<file path="config.mk">
export PLATFORM = sky130hd
export DESIGN_NAME = alu_share_arb
export DESIGN_NICKNAME = d
export VERILOG_FILES = /design/src/rtl/alu_share_arb.sv
export SDC_FILE = /design/constraint.sdc
export NUM_CORES = 1
export LEC_CHECK = 0
export CAP_MARGIN = 20
export CELL_PAD_IN_SITES_DETAIL_PLACEMENT = 1
export CELL_PAD_IN_SITES_GLOBAL_PLACEMENT = 1
export CORE_MARGIN = 10
export CORE_UTILIZATION = 30
export DETAILED_ROUTE_END_ITERATION = 8
export PLACE_DENSITY_LB_ADDON = 0.1
export SLEW_MARGIN = 20
export SYNTH_ARGS = -nofsm -noshare
export SYNTH_HDL_FRONTEND = slang
export SYNTH_SLANG_ARGS = --single-unit
</file>
<file path="constraint.sdc">
create_clock -name clk -period 7.9 [get_ports clk]
set_input_delay 1.185 -clock clk [delete_from_list [all_inputs] [get_ports clk]]
set_output_delay 1.185 -clock clk [all_outputs]
set_load 0.01 [all_outputs]
</file>
<file path="src/rtl/alu_share_arb.sv">
// Round-robin controller time-sharing one combinational ALU between two valid/ready requesters.
// Define ALU_SHARE_ARB_STATS_EN to add saturating per-requester grant counters (grantCnt0/grantCnt1).
module alu_share_arb #(
    parameter int ALUOpeLen = 4,
    parameter int DataWidth = 32
) (
    input  logic                 clk,
    input  logic                 rst,
    input  logic                 req0Valid,
    output logic                 req0Ready,
    input  logic [ALUOpeLen-1:0] req0Ope,
    input  logic [DataWidth-1:0] req0In1,
    input  logic [DataWidth-1:0] req0In2,
    input  logic                 req1Valid,
    output logic                 req1Ready,
    input  logic [ALUOpeLen-1:0] req1Ope,
    input  logic [DataWidth-1:0] req1In1,
    input  logic [DataWidth-1:0] req1In2,
    output logic                 rsp0Valid,
    input  logic                 rsp0Ready,
    output logic                 rsp1Valid,
    input  logic                 rsp1Ready,
    output logic [DataWidth-1:0] rspOut,
    output logic                 rspZero,
    output logic                 rspOverflow,
    output logic [ALUOpeLen-1:0] aluOpe,
    output logic [DataWidth-1:0] aluIn1,
    output logic [DataWidth-1:0] aluIn2,
    input  logic [DataWidth-1:0] aluOut,
    input  logic                 aluZero,
    input  logic                 aluOverflow
`ifdef ALU_SHARE_ARB_STATS_EN
    ,
    output logic [15:0]          grantCnt0,
    output logic [15:0]          grantCnt1
`endif
);

    typedef enum logic [1:0] {
        IDLE = 2'd0,
        EXEC = 2'd1,
        RESP = 2'd2
    } state_t;

    state_t                 state_q, state_d;
    logic                   owner_q, owner_d;
    logic                   last_grant_q, last_grant_d;
    logic [1:0]             rsp_valid_q, rsp_valid_d;
    logic [DataWidth-1:0]   rsp_out_q, rsp_out_d;
    logic                   rsp_zero_q, rsp_zero_d;
    logic                   rsp_ovf_q, rsp_ovf_d;
    logic [ALUOpeLen-1:0]   alu_ope_q, alu_ope_d;
    logic [DataWidth-1:0]   alu_in1_q, alu_in1_d;
    logic [DataWidth-1:0]   alu_in2_q, alu_in2_d;

    logic grant;
    logic idle_ok;
    logic accept;
    logic owner_rsp_ready;

    // A lone requester wins outright; on a tie the one not granted last time wins.
    always_comb begin
        if (req0Valid && req1Valid) begin
            grant = ~last_grant_q;
        end else begin
            grant = req1Valid;
        end
    end

    assign idle_ok   = (state_q == IDLE) && !rst;
    assign req0Ready = idle_ok && req0Valid && !grant;
    assign req1Ready = idle_ok && req1Valid && grant;
    assign accept    = req0Ready || req1Ready;

    assign owner_rsp_ready = owner_q ? rsp1Ready : rsp0Ready;

    always_comb begin
        // NOTE: every _d starts from its _q so no path through this block can infer a latch.
        state_d      = state_q;
        owner_d      = owner_q;
        last_grant_d = last_grant_q;
        rsp_valid_d  = rsp_valid_q;
        rsp_out_d    = rsp_out_q;
        rsp_zero_d   = rsp_zero_q;
        rsp_ovf_d    = rsp_ovf_q;
        alu_ope_d    = alu_ope_q;
        alu_in1_d    = alu_in1_q;
        alu_in2_d    = alu_in2_q;

        case (state_q)
            IDLE: begin
                if (accept) begin
                    state_d      = EXEC;
                    owner_d      = grant;
                    last_grant_d = grant;
                    alu_ope_d    = grant ? req1Ope : req0Ope;
                    alu_in1_d    = grant ? req1In1 : req0In1;
                    alu_in2_d    = grant ? req1In2 : req0In2;
                end
            end
            EXEC: begin
                state_d              = RESP;
                rsp_out_d            = aluOut;
                rsp_zero_d           = aluZero;
                rsp_ovf_d            = aluOverflow;
                rsp_valid_d[owner_q] = 1'b1;
            end
            RESP: begin
                // The non-owner's rspReady is deliberately not looked at here.
                if (owner_rsp_ready) begin
                    state_d     = IDLE;
                    rsp_valid_d = 2'b00;
                end
            end
            default: begin
                state_d     = IDLE;
                rsp_valid_d = 2'b00;
            end
        endcase
    end

    // NOTE: state registers use non-blocking assignments so every flop samples pre-edge values.
    always_ff @(posedge clk or posedge rst) begin
        if (rst) begin
            state_q      <= IDLE;
            owner_q      <= 1'b0;
            last_grant_q <= 1'b1;
            rsp_valid_q  <= 2'b00;
            rsp_out_q    <= '0;
            rsp_zero_q   <= 1'b0;
            rsp_ovf_q    <= 1'b0;
            alu_ope_q    <= '0;
            alu_in1_q    <= '0;
            alu_in2_q    <= '0;
        end else begin
            state_q      <= state_d;
            owner_q      <= owner_d;
            last_grant_q <= last_grant_d;
            rsp_valid_q  <= rsp_valid_d;
            rsp_out_q    <= rsp_out_d;
            rsp_zero_q   <= rsp_zero_d;
            rsp_ovf_q    <= rsp_ovf_d;
            alu_ope_q    <= alu_ope_d;
            alu_in1_q    <= alu_in1_d;
            alu_in2_q    <= alu_in2_d;
        end
    end

    assign rsp0Valid   = rsp_valid_q[0];
    assign rsp1Valid   = rsp_valid_q[1];
    assign rspOut      = rsp_out_q;
    assign rspZero     = rsp_zero_q;
    assign rspOverflow = rsp_ovf_q;
    assign aluOpe      = alu_ope_q;
    assign aluIn1      = alu_in1_q;
    assign aluIn2      = alu_in2_q;

`ifdef ALU_SHARE_ARB_STATS_EN
    logic [15:0] grant_cnt0_q, grant_cnt0_d;
    logic [15:0] grant_cnt1_q, grant_cnt1_d;

    always_comb begin
        grant_cnt0_d = grant_cnt0_q;
        grant_cnt1_d = grant_cnt1_q;
        if (req0Ready && (grant_cnt0_q != 16'hFFFF)) begin
            grant_cnt0_d = grant_cnt0_q + 16'd1;
        end
        if (req1Ready && (grant_cnt1_q != 16'hFFFF)) begin
            grant_cnt1_d = grant_cnt1_q + 16'd1;
        end
    end

    always_ff @(posedge clk or posedge rst) begin
        if (rst) begin
            grant_cnt0_q <= 16'd0;
            grant_cnt1_q <= 16'd0;
        end else begin
            grant_cnt0_q <= grant_cnt0_d;
            grant_cnt1_q <= grant_cnt1_d;
        end
    end

    assign grantCnt0 = grant_cnt0_q;
    assign grantCnt1 = grant_cnt1_q;
`endif

endmodule

</file>
==> results of run 1 <==
-- sequential cells by signal (all words and copies together), names as in the netlist --
name / flops
rspOut: 32
last_grant_q: 1
aluIn1: 32
aluIn2: 32
rspZero: 1
aluOpe: 4
owner_q: 1
state_q: 2
rspOverflow: 1
rsp_valid_q: 2
-- cell type report --
| cell class | count | area (um2) |
|---|---|---|
| fill | 1552 | 7280 |
| timing repair buffer | 287 | 2860 |
| sequential | 108 | 2700 |
| multi-input combinational | 189 | 1730 |
| clock buffer | 13 | 270 |
| tap | 188 | 235 |
| clock inverter | 3 | 43.8 |
| inverter | 3 | 13.8 |
| antenna | 1 | 2.50 |
-- power by group --
part / internal (W) / total, W / switching [W]
Sequential: 0.000818 / 0.000969 / 0.000150
Clock: 0.000272 / 0.000476 / 0.000204
Combinational: 0.000798 / 0.00136 / 0.000563
Total: 0.00189 / 0.00281 / 0.000917
-- cells in the final DEF, fill, tap and decap left out, drive strengths merged, types with 3 or more instances in the layout --
master,instances
a2bb2oi,68
inv,3
clkdlybuf4s50,281
dfrtp,107
nor2,5
buf,6
mux2,35
o32ai,68
clkbuf,13
-- through the flow --
| step | setup WS [ns] | area [um2] | util | power [W] | hold slack [ns] |
|---|---|---|---|---|---|
| after global placement | 3.60 | 7540 | 0.498 | 0.00233 | 0.487 |
| final | 3.55 | 7860 | 0.519 | 0.00281 | 0.509 |
| after detailed placement | 3.55 | 7540 | 0.498 | 0.00236 | 0.492 |
| after CTS | 3.54 | 7860 | 0.519 | 0.00285 | 0.513 |
| after floorplan | 3.87 | 4610 | - | 0.00157 | 0.511 |
| after global routing | 3.42 | 7860 | 0.519 | 0.00298 | 0.532 |
-- final timing paths --
| kind | startpoint | to | slack (ns) |
|---|---|---|---|
| max reg2reg | state_q[0] | aluIn1[3] | 5.76 |
| max | req1Valid | req1Ready | 3.55 |
| max in group asynchronous | rst | aluIn1[29] | 5.56 |
| min | rspOut[28] | rspOut[28] | 0.51 |
| min reg2reg | rspOut[28] | rspOut[28] | 0.51 |
| min in group asynchronous | rst | state_q[1] | 1.33 |
-- routing by layer --
layer  track usage  up-vias  wire length, um
met5             0        -               13
met4        0.0543        2              288
met3        0.0746       21             1930
met2         0.302      167             9420
met1         0.189     2114             7110
li1              -     1903                -
-- synthesized netlist by cell type (all sizes together), types with 2 or more instances --
library cell  number
nor3               2
clkbuf            24
a2bb2oi           68
mux2              35
inv                3
nor2               5
nor2b              2
buf               17
o32ai             68
a22o               2
dfrtp            107
-- worst max-delay path, delay by kind of cell --
kind / cells / cell delay, ns
buffers and inverters: 3 / 1.47
and+or+nand+nor: 1 / 0.25
AOI/OAI and AO/OA: 1 / 0.23
-- cells by family (layout without fill, tap and decap cells) --
group                  Yosys count  after routing
and+or+nand+nor                 10             10
AOI/OAI and AO/OA              144            144
buffers and inverters           44            306
muxes                           35             35
other                            0              1
DFF                            108            108
==> impl_metrics.env, run 1 <==
export IMPL_clkSlewWorstSetupHoldPaths_ns=0.07
export IMPL_grt_antenna_before_repair=2
export IMPL_timing_final_hold_violations=0
export IMPL_postRouteWirelength_um=18800
export IMPL_drt_drc=0
export IMPL_detail_route_iter0_violations=145
export IMPL_syn_to_final_growth_pct=70.6
export IMPL_placement_io_buffers=281
export IMPL_min_path_cells=1
export IMPL_worstMarginPinSlew_ns=1.04
export IMPL_finalWorstPathRequiredPeriod_ns=4.35
export IMPL_routed_wire_length_per_instance_um=23.7
export IMPL_synth_edf_count=0
export IMPL_crit_path_max_incr_delay_ns=0.60
export IMPL_cellPowerDensity_nw_per_um2=357
export IMPL_outcome="complete, no violations"
export IMPL_critical_path_required_ns=6.71
export IMPL_synth_net_count=517
export IMPL_reported_leakage_power_nw=3.01
export IMPL_synthesis_yosys_warnings=0
export IMPL_cts_resized=0
export IMPL_worst_r2r_cell_count=4
export IMPL_timing_final_max_slew_violations=0
export IMPL_number_of_nets_in_the_final_layout=774
export IMPL_grt_first_pass_wirelength_um=28000
export IMPL_hold_path_class="register to register"
export IMPL_core_area_um2=15100
export IMPL_cts_hold_fix_buffers=0
export IMPL_adder_cell_fraction_of_synth_area=0
export IMPL_dp_hpwl_um=13700
export IMPL_final_worst_path_period_share=0.550
export IMPL_post_synth_mux_area_share=0.0855
export IMPL_drtPass1Iterations=4
export IMPL_clock_tree_from_tritoncts="built"
export IMPL_synth_top_cell_by_area="dfrtp_1"
export IMPL_cts_buffer_depth=2
export IMPL_timing_max_slew_rel_slack=0.302
export IMPL_clock_tree_root_cell="clkbuf_16"
export IMPL_synth_seq_cells=108
export IMPL_chip_height_um=144
export IMPL_routabilityCongestion=0.780
export IMPL_synth_top_family_by_area="compound AO/OA/AOI/OAI gates"
export IMPL_achievable_frequency_mhz=230
export IMPL_row_count=45
export IMPL_timing_setup_tns_ns=0
export IMPL_timing_clock_skew_ns=0.00555
export IMPL_overflow=0
export IMPL_cell_types_occupying_the_most_area_after_synthesis="dfrtp_1 (58%), a2bb2oi_1 (13%), o32ai_1 (13%)"
export IMPL_final_cells=792
export IMPL_grt_pass1_vias=4729
export IMPL_tritoncts_num_buffers=9
export IMPL_drt_antenna_violating_nets=0
export IMPL_clkLatencyLatePin_ns=0.35
export IMPL_globalRouteTotalUtil=0.175
export IMPL_overall_die_area_um2=20700
export IMPL_startpoint_type="input port"
export IMPL_post_synth_num_cell_types=25
export IMPL_critical_path_peak_fanout=69
export IMPL_post_synth_cell_area_avg_um2=13.5
export IMPL_post_synth_simple_gate_area=0.0141
export IMPL_dieWidth_um=144
export IMPL_final_setup_violation_count=0
export IMPL_cts_repair_timing_setup_buffer_count=0
export IMPL_criticalPathCategory="input port to output pin"
export IMPL_start_util=0.304
export IMPL_worst_path_arrival_ns=3.16
export IMPL_final_layout_size_suffix_gt1_frac=0.108
export IMPL_htree_num_levels=3
export IMPL_synth_cell_area_um2=4610
export IMPL_via_density_per_instance=5.31
export IMPL_yosys_area_top_type_share=0.581
export IMPL_boundaryPins=282
export IMPL_route_vias_total=4207
export IMPL_synth_compound_area_share=0.272
export IMPL_path_cells="clkdlybuf4s50_1 -> a21bo_2 -> buf_4 -> nor2_1 -> clkdlybuf4s50_1"
export IMPL_share_of_async_settable_or_async_resettable_flops_after_synthesis=1.00
export IMPL_synth_flop_cell="dfrtp_1"
export IMPL_cap_viol_max_count=0
export IMPL_power_ir_vdd_worst_uv=168
export IMPL_grt_max_degree=76
export IMPL_synth_sequential_area_ratio=0.587
export IMPL_critical_path_slowest_cell="clkdlybuf4s50_1"
export IMPL_rsz_0062_raised_after_global_routing="no"
export IMPL_clock_sink_count=108
export IMPL_crit_path_frequent_cell="clkdlybuf4s50_1"
export IMPL_synth_xor_area_share=0
export IMPL_dpl_cell_count=775
export IMPL_syn_instance_count=341
export IMPL_endpoint_kind="output pin"
Note: power is estimated with default switching activity, not from simulation.
==> run 2: changes to the inputs <==
--- a/config.mk
+++ b/config.mk
@@ -9,7 +9,7 @@
 export CELL_PAD_IN_SITES_DETAIL_PLACEMENT = 1
 export CELL_PAD_IN_SITES_GLOBAL_PLACEMENT = 1
 export CORE_MARGIN = 10
-export CORE_UTILIZATION = 30
+export CORE_UTILIZATION = 25
 export DETAILED_ROUTE_END_ITERATION = 8
 export PLACE_DENSITY_LB_ADDON = 0.1
 export SLEW_MARGIN = 20
==> constraint.sdc (replaced) <==
create_clock -name clk -period 3.6 [get_ports clk]
set_input_delay 0.54 -clock clk [delete_from_list [all_inputs] [get_ports clk]]
set_output_delay 0.54 -clock clk [all_outputs]
set_load 0.01 [all_outputs]
==> run 2 against run 1 <==
Effect of this change: combinational power increased by 120%; non-clock buffer count rose by 1; sequential power is 120% higher; highest routed layer is now met4; clock power up 120%; power is 120% higher; register-to-register slack got worse by 4.2 ns; via count is 0.59% lower; clock-buffer cell count down 2; global-route usage fell by 2.5 points; worst hold slack got worse by 0.0014 ns; final cell count is 5.2% higher; critical path depth decreased by 1.
==> impl_metrics.env, run 2 (same netlist as run 1, synthesis figures left out) <==
export IMPL_cts_repair_timing_setup_buffer_count=0
export IMPL_clock_sink_count=108
export IMPL_timing_max_slew_rel_slack=0.307
export IMPL_htree_num_levels=3
export IMPL_routed_wire_length_per_instance_um=22.7
export IMPL_critical_path_required_ns=3.06
export IMPL_multiInputGateArea_um2=1730
export IMPL_power_net_switching_w=0.00201
export IMPL_cts_hold_fix_buffers=0
export IMPL_rsz_0062_raised_after_global_routing="no"
export IMPL_cellPowerDensity_nw_per_um2=779
export IMPL_final_hold_worst_slack_ns=0.507
export IMPL_final_cell_mix="clkdlybuf4s50_1 (281), dfrtp_1 (107), o32ai_1 (68), a2bb2oi_1 (68), mux2_2 (35)"
export IMPL_via_density_per_instance=5.02
export IMPL_filler_cell_count=1880
export IMPL_final_layout_size_suffix_gt1_frac=0.108
export IMPL_globalRouteTotalUtil=0.150
export IMPL_tritoncts_num_buffers=9
export IMPL_switching_share=0.324
export IMPL_dp_hpwl_um=14300
export IMPL_grt_antenna_before_repair=0
export IMPL_final_setup_violation_count=0
export IMPL_core_area_um2=18000
export IMPL_share_clk_of_total_power=0.172
export IMPL_cts_buffer_depth=2
export IMPL_combinational_group_share_of_total_power=0.485
export IMPL_most_common_cell_after_layout_fill_and_taps_aside="clkdlybuf4s50_1"
export IMPL_drtPass1Iterations=4
export IMPL_criticalPathCategory="input port to output pin"
export IMPL_grt_max_degree=70
export IMPL_drt_antenna_violating_nets=0
export IMPL_grt_first_pass_wirelength_um=28700
export IMPL_syn_to_final_growth_pct=73.0
export IMPL_route_vias_total=4182
export IMPL_sequential_cell_area_um2=2700
export IMPL_achievable_frequency_mhz=356
export IMPL_startpoint_type="input port"
export IMPL_clock_tree_from_tritoncts="built"
export IMPL_crit_start="rst"
export IMPL_clkLatencyLatePin_ns=0.35
export IMPL_endpoint_kind="output pin"
export IMPL_worst_path_arrival_ns=2.27
export IMPL_power_ir_vdd_worst_uv=331
export IMPL_critical_path_peak_fanout=3
export IMPL_min_delay_start="rspOut[16]"
export IMPL_drt_drc=0
export IMPL_dpl_cell_count=817
export IMPL_placement_cell_area_um2=7650
export IMPL_row_count=49
export IMPL_grt_pass1_vias=4655
export IMPL_start_util=0.256
export IMPL_number_of_nets_in_the_final_layout=775
export IMPL_cap_viol_max_count=0
export IMPL_clock_tree_root_cell="clkbuf_16"
export IMPL_dieWidth_um=156
export IMPL_final_worst_path_period_share=0.780
export IMPL_clkSlewWorstSetupHoldPaths_ns=0.07
export IMPL_power_report_internal_total_w=0.00420
export IMPL_placement_io_buffers=281
export IMPL_finish_instance_area_um2=7970
export IMPL_power_frac_seq=0.343
export IMPL_timing_setup_tns_ns=0
export IMPL_timing_reg2reg_setup_slack_ns=1.52
export IMPL_timing_clock_skew_ns=0.00715
export IMPL_timing_final_hold_violations=0
export IMPL_postRouteWirelength_um=18900
export IMPL_boundaryPins=282
export IMPL_overall_die_area_um2=24300
export IMPL_cts_resized=0
export IMPL_outcome="complete, no violations"
export IMPL_worstMarginPinSlew_ns=1.04
export IMPL_overflow=0
export IMPL_hold_path_class="register to register"
export IMPL_timing_final_max_slew_violations=0
export IMPL_final_cells=833
export IMPL_chip_height_um=156
export IMPL_rr_startpoint="state_q[1]"
export IMPL_reported_leakage_power_nw=3.02
export IMPL_routabilityCongestion=0.744
export IMPL_detail_route_iter0_violations=166
export IMPL_finalWorstPathRequiredPeriod_ns=2.81
==> run 2: cell types whose count changed in the layout (fill, tap and decap cells not counted) <==
cell / delta
buf_6: -1
buf_4: -2
buf_12: +4
bufinv_16: +1
clkbuf_8: -2
==> run 2: metrics by stage <==
stage / utilization / power (W) / worst slack, ns
after global routing: 0.442 / 0.00661 / 0.705
after detailed placement: 0.424 / 0.00522 / 0.776
after global placement: 0.424 / 0.00515 / 0.777
after CTS: 0.442 / 0.00634 / 0.764
final: 0.442 / 0.00621 / 0.791
after floorplan: - / 0.00344 / 0.216
==> run 2: area by class of cell <==
class                           count  share of cell area
Multi-Input combinational cell    189               0.217
Clock inverter                      4             0.00926
Antenna cell                        1            0.000314
Timing Repair Buffer              288               0.366
Clock buffer                       11              0.0305
Tap cell                          229              0.0359
Sequential cell                   108               0.339
Inverter                            3             0.00173
==> run 2: worst paths after layout <==
kind / end / depth (start not counted)
worst min-delay path: rspOut[16] / 1
max in group asynchronous: aluIn2[26] / 3
worst max-delay path: req1Ready / 4
worst max register to register: aluIn2[2] / 4
worst min register to register: rspOut[16] / 1
min in group asynchronous: owner_q / 2
==> run 2: power by group through the flow <==
stage,Sequential [W],Clock (W),Combinational (W)
after detailed placement,0.00215,0,0.00307
after global placement,0.00212,0,0.00303
final,0.00213,0.00107,0.00301
after global routing,0.00222,0.00116,0.00323
after CTS,0.00214,0.00111,0.00309
after floorplan,0.00238,0,0.00106
==> run 2: metal layers <==
layer  track usage  wire, um
met5             0         0
met4        0.0392       230
met3        0.0813      2180
met2         0.240      8870
met1         0.171      7590
==> run 2: critical path, cell delays in order <==
cell,delay (ns)
clkdlybuf4s50_1,0.52
or3_4,0.40
nor2_1,0.20
clkdlybuf4s50_1,0.61
==> run 3: changes to the inputs <==
==> constraint.sdc (replaced) <==
create_clock -name clk -period 2.45 [get_ports clk]
set_input_delay 0.3675 -clock clk [delete_from_list [all_inputs] [get_ports clk]]
set_output_delay 0.3675 -clock clk [all_outputs]
set_load 0.01 [all_outputs]
==> run 3 against run 2 <==
Effect of this change: via count grew 1.1%; setup slack lost 0.36 ns; largest cell class unchanged; worst hold slack gained 0.0019 ns; die area is the same.
==> impl_metrics.env, run 3 (same netlist as run 1, synthesis figures left out) <==
export IMPL_outcome="complete, no violations"
export IMPL_postRouteWirelength_um=19600
export IMPL_combinational_group_share_of_total_power=0.490
export IMPL_power_report_internal_total_w=0.00604
export IMPL_syn_to_final_growth_pct=72.8
export IMPL_power_net_switching_w=0.00301
export IMPL_start_util=0.256
export IMPL_grt_pass1_vias=4789
export IMPL_placement_io_buffers=281
export IMPL_clkSlewWorstSetupHoldPaths_ns=0.08
export IMPL_routed_wire_length_per_instance_um=23.5
export IMPL_antenna_cells=0
export IMPL_share_clk_of_total_power=0.165
export IMPL_chip_height_um=156
export IMPL_cts_buffer_depth=2
export IMPL_startpoint_type="register"
export IMPL_drtPass1Iterations=4
export IMPL_most_common_cell_after_layout_fill_and_taps_aside="clkdlybuf4s50_1"
export IMPL_route_vias_total=4228
export IMPL_placement_cell_area_um2=7660
export IMPL_power_ir_vdd_worst_uv=507
export IMPL_hold_path_class="register to register"
export IMPL_core_area_um2=18000
export IMPL_timing_max_slew_rel_slack=0.424
export IMPL_switching_share=0.333
export IMPL_endpoint_kind="output pin"
export IMPL_overall_die_area_um2=24300
export IMPL_clock_tree_from_tritoncts="built"
export IMPL_fin_util=0.442
export IMPL_cellPowerDensity_nw_per_um2=1140
export IMPL_worstMarginPinSlew_ns=0.864
export IMPL_critical_path_peak_fanout=5
export IMPL_finalWorstPathRequiredPeriod_ns=2.02
export IMPL_cts_hold_fix_buffers=0
export IMPL_achievable_frequency_mhz=494
export IMPL_worst_path_arrival_ns=1.66
export IMPL_timing_clock_skew_ns=0.0103
export IMPL_final_layout_size_suffix_gt1_frac=0.117
export IMPL_dp_hpwl_um=14200
export IMPL_timing_final_hold_violations=0
export IMPL_clkLatencyLatePin_ns=0.35
export IMPL_final_worst_path_period_share=0.826
export IMPL_via_density_per_instance=5.05
export IMPL_final_cell_mix="clkdlybuf4s50_1 (279), dfrtp_1 (107), o32ai_1 (68), a2bb2oi_1 (68), mux2_2 (35)"
export IMPL_detail_route_iter0_violations=205
export IMPL_critical_path_required_ns=2.08
export IMPL_criticalPathCategory="register to output pin"
export IMPL_timing_final_max_slew_violations=0
export IMPL_grt_max_degree=109
export IMPL_grt_first_pass_wirelength_um=29400
export IMPL_row_count=49
export IMPL_power_frac_seq=0.345
export IMPL_final_setup_violation_count=0
export IMPL_number_of_nets_in_the_final_layout=779
export IMPL_timing_setup_tns_ns=0
export IMPL_drt_antenna_violating_nets=0
export IMPL_clock_sink_count=108
export IMPL_grt_antenna_before_repair=0
export IMPL_clock_tree_root_cell="clkbuf_16"
export IMPL_overflow=0
export IMPL_tritoncts_num_buffers=9
export IMPL_drt_drc=0
export IMPL_rsz_0062_raised_after_global_routing="no"
export IMPL_reported_leakage_power_nw=3.05
export IMPL_routabilityCongestion=0.757
export IMPL_htree_num_levels=3
export IMPL_finish_instance_area_um2=7960
export IMPL_cap_viol_max_count=0
export IMPL_globalRouteTotalUtil=0.156
export IMPL_dieWidth_um=156
export IMPL_boundaryPins=282
==> run 3: cell types whose count changed in the layout (fill, tap and decap cells not counted), sizes merged <==
cell and change:
clkdlybuf4s50 -2, clkinvlp +4, buf +4, clkbuf -2, bufinv -1, diode -1, dlymetal6s2s +2
==> run 3: layout make-up <==
class                      instances  area [um2]
tap                              229         287
inverter                           3        15.0
timing repair buffer             292        2930
clock inverter                     7        75.1
sequential                       108        2700
clock buffer                       9         225
multi-input combinational        189        1730
fill                            1896       10100
==> run 3: what timing repair did <==
action | CTS | global route
gates resized for setup | 0 | 2
setup buffers | 0 | 0
endpoints found under the setup margin | 0 | 2
==> run 3: worst paths after layout <==
check                             startpoint    endpoint  slack (ns)  cells past startpoint
max in group asynchronous                rst  state_q[0]        1.32                      4
worst max register to register  last_grant_q  aluIn2[13]        0.50                      4
worst max-delay path              state_q[1]   req1Ready        0.43                      3
min in group asynchronous                rst   aluIn2[0]        0.67                      4
worst min-delay path               rspOut[9]   rspOut[9]        0.51                      1
worst min register to register     rspOut[9]   rspOut[9]        0.51                      1
==> run 3: critical path, cell delays in order, from the launching register on <==
cell,delay [ns]
dfrtp_1,0.47
or3_4,0.43
nor2_1,0.18
dlymetal6s2s_1,0.23
==> run 3: routing by layer <==
| metal | wire (um) | vias up | global-route usage |
|---|---|---|---|
| met3 | 2210 | 14 | 0.0780 |
| met4 | 212 | 0 | 0.0414 |
| met5 | 0 | - | 0 |
| met1 | 7790 | 2119 | 0.178 |
| met2 | 9420 | 183 | 0.253 |
| li1 | - | 1912 | - |
==> run 3: per-stage QoR <==
step	power (W)	cells	hold slack (ns)	worst slack [ns]
global placement	0.00756	821	0.489	0.104
floorplan	0.00505	341	0.437	0.782
finish	0.00905	837	0.509	0.426
CTS	0.00922	837	0.515	0.00611
global route	0.00964	837	0.532	0.316
detailed placement	0.00766	821	0.496	0.109
==> run 3: power by group through the flow <==
stage               clock (W)  sequential, W  combinational [W]
finish                0.00149        0.00312            0.00443
global route          0.00164        0.00325            0.00475
detailed placement          0        0.00315            0.00451
CTS                   0.00155        0.00314            0.00453
global placement            0        0.00311            0.00445
floorplan                   0        0.00349            0.00156
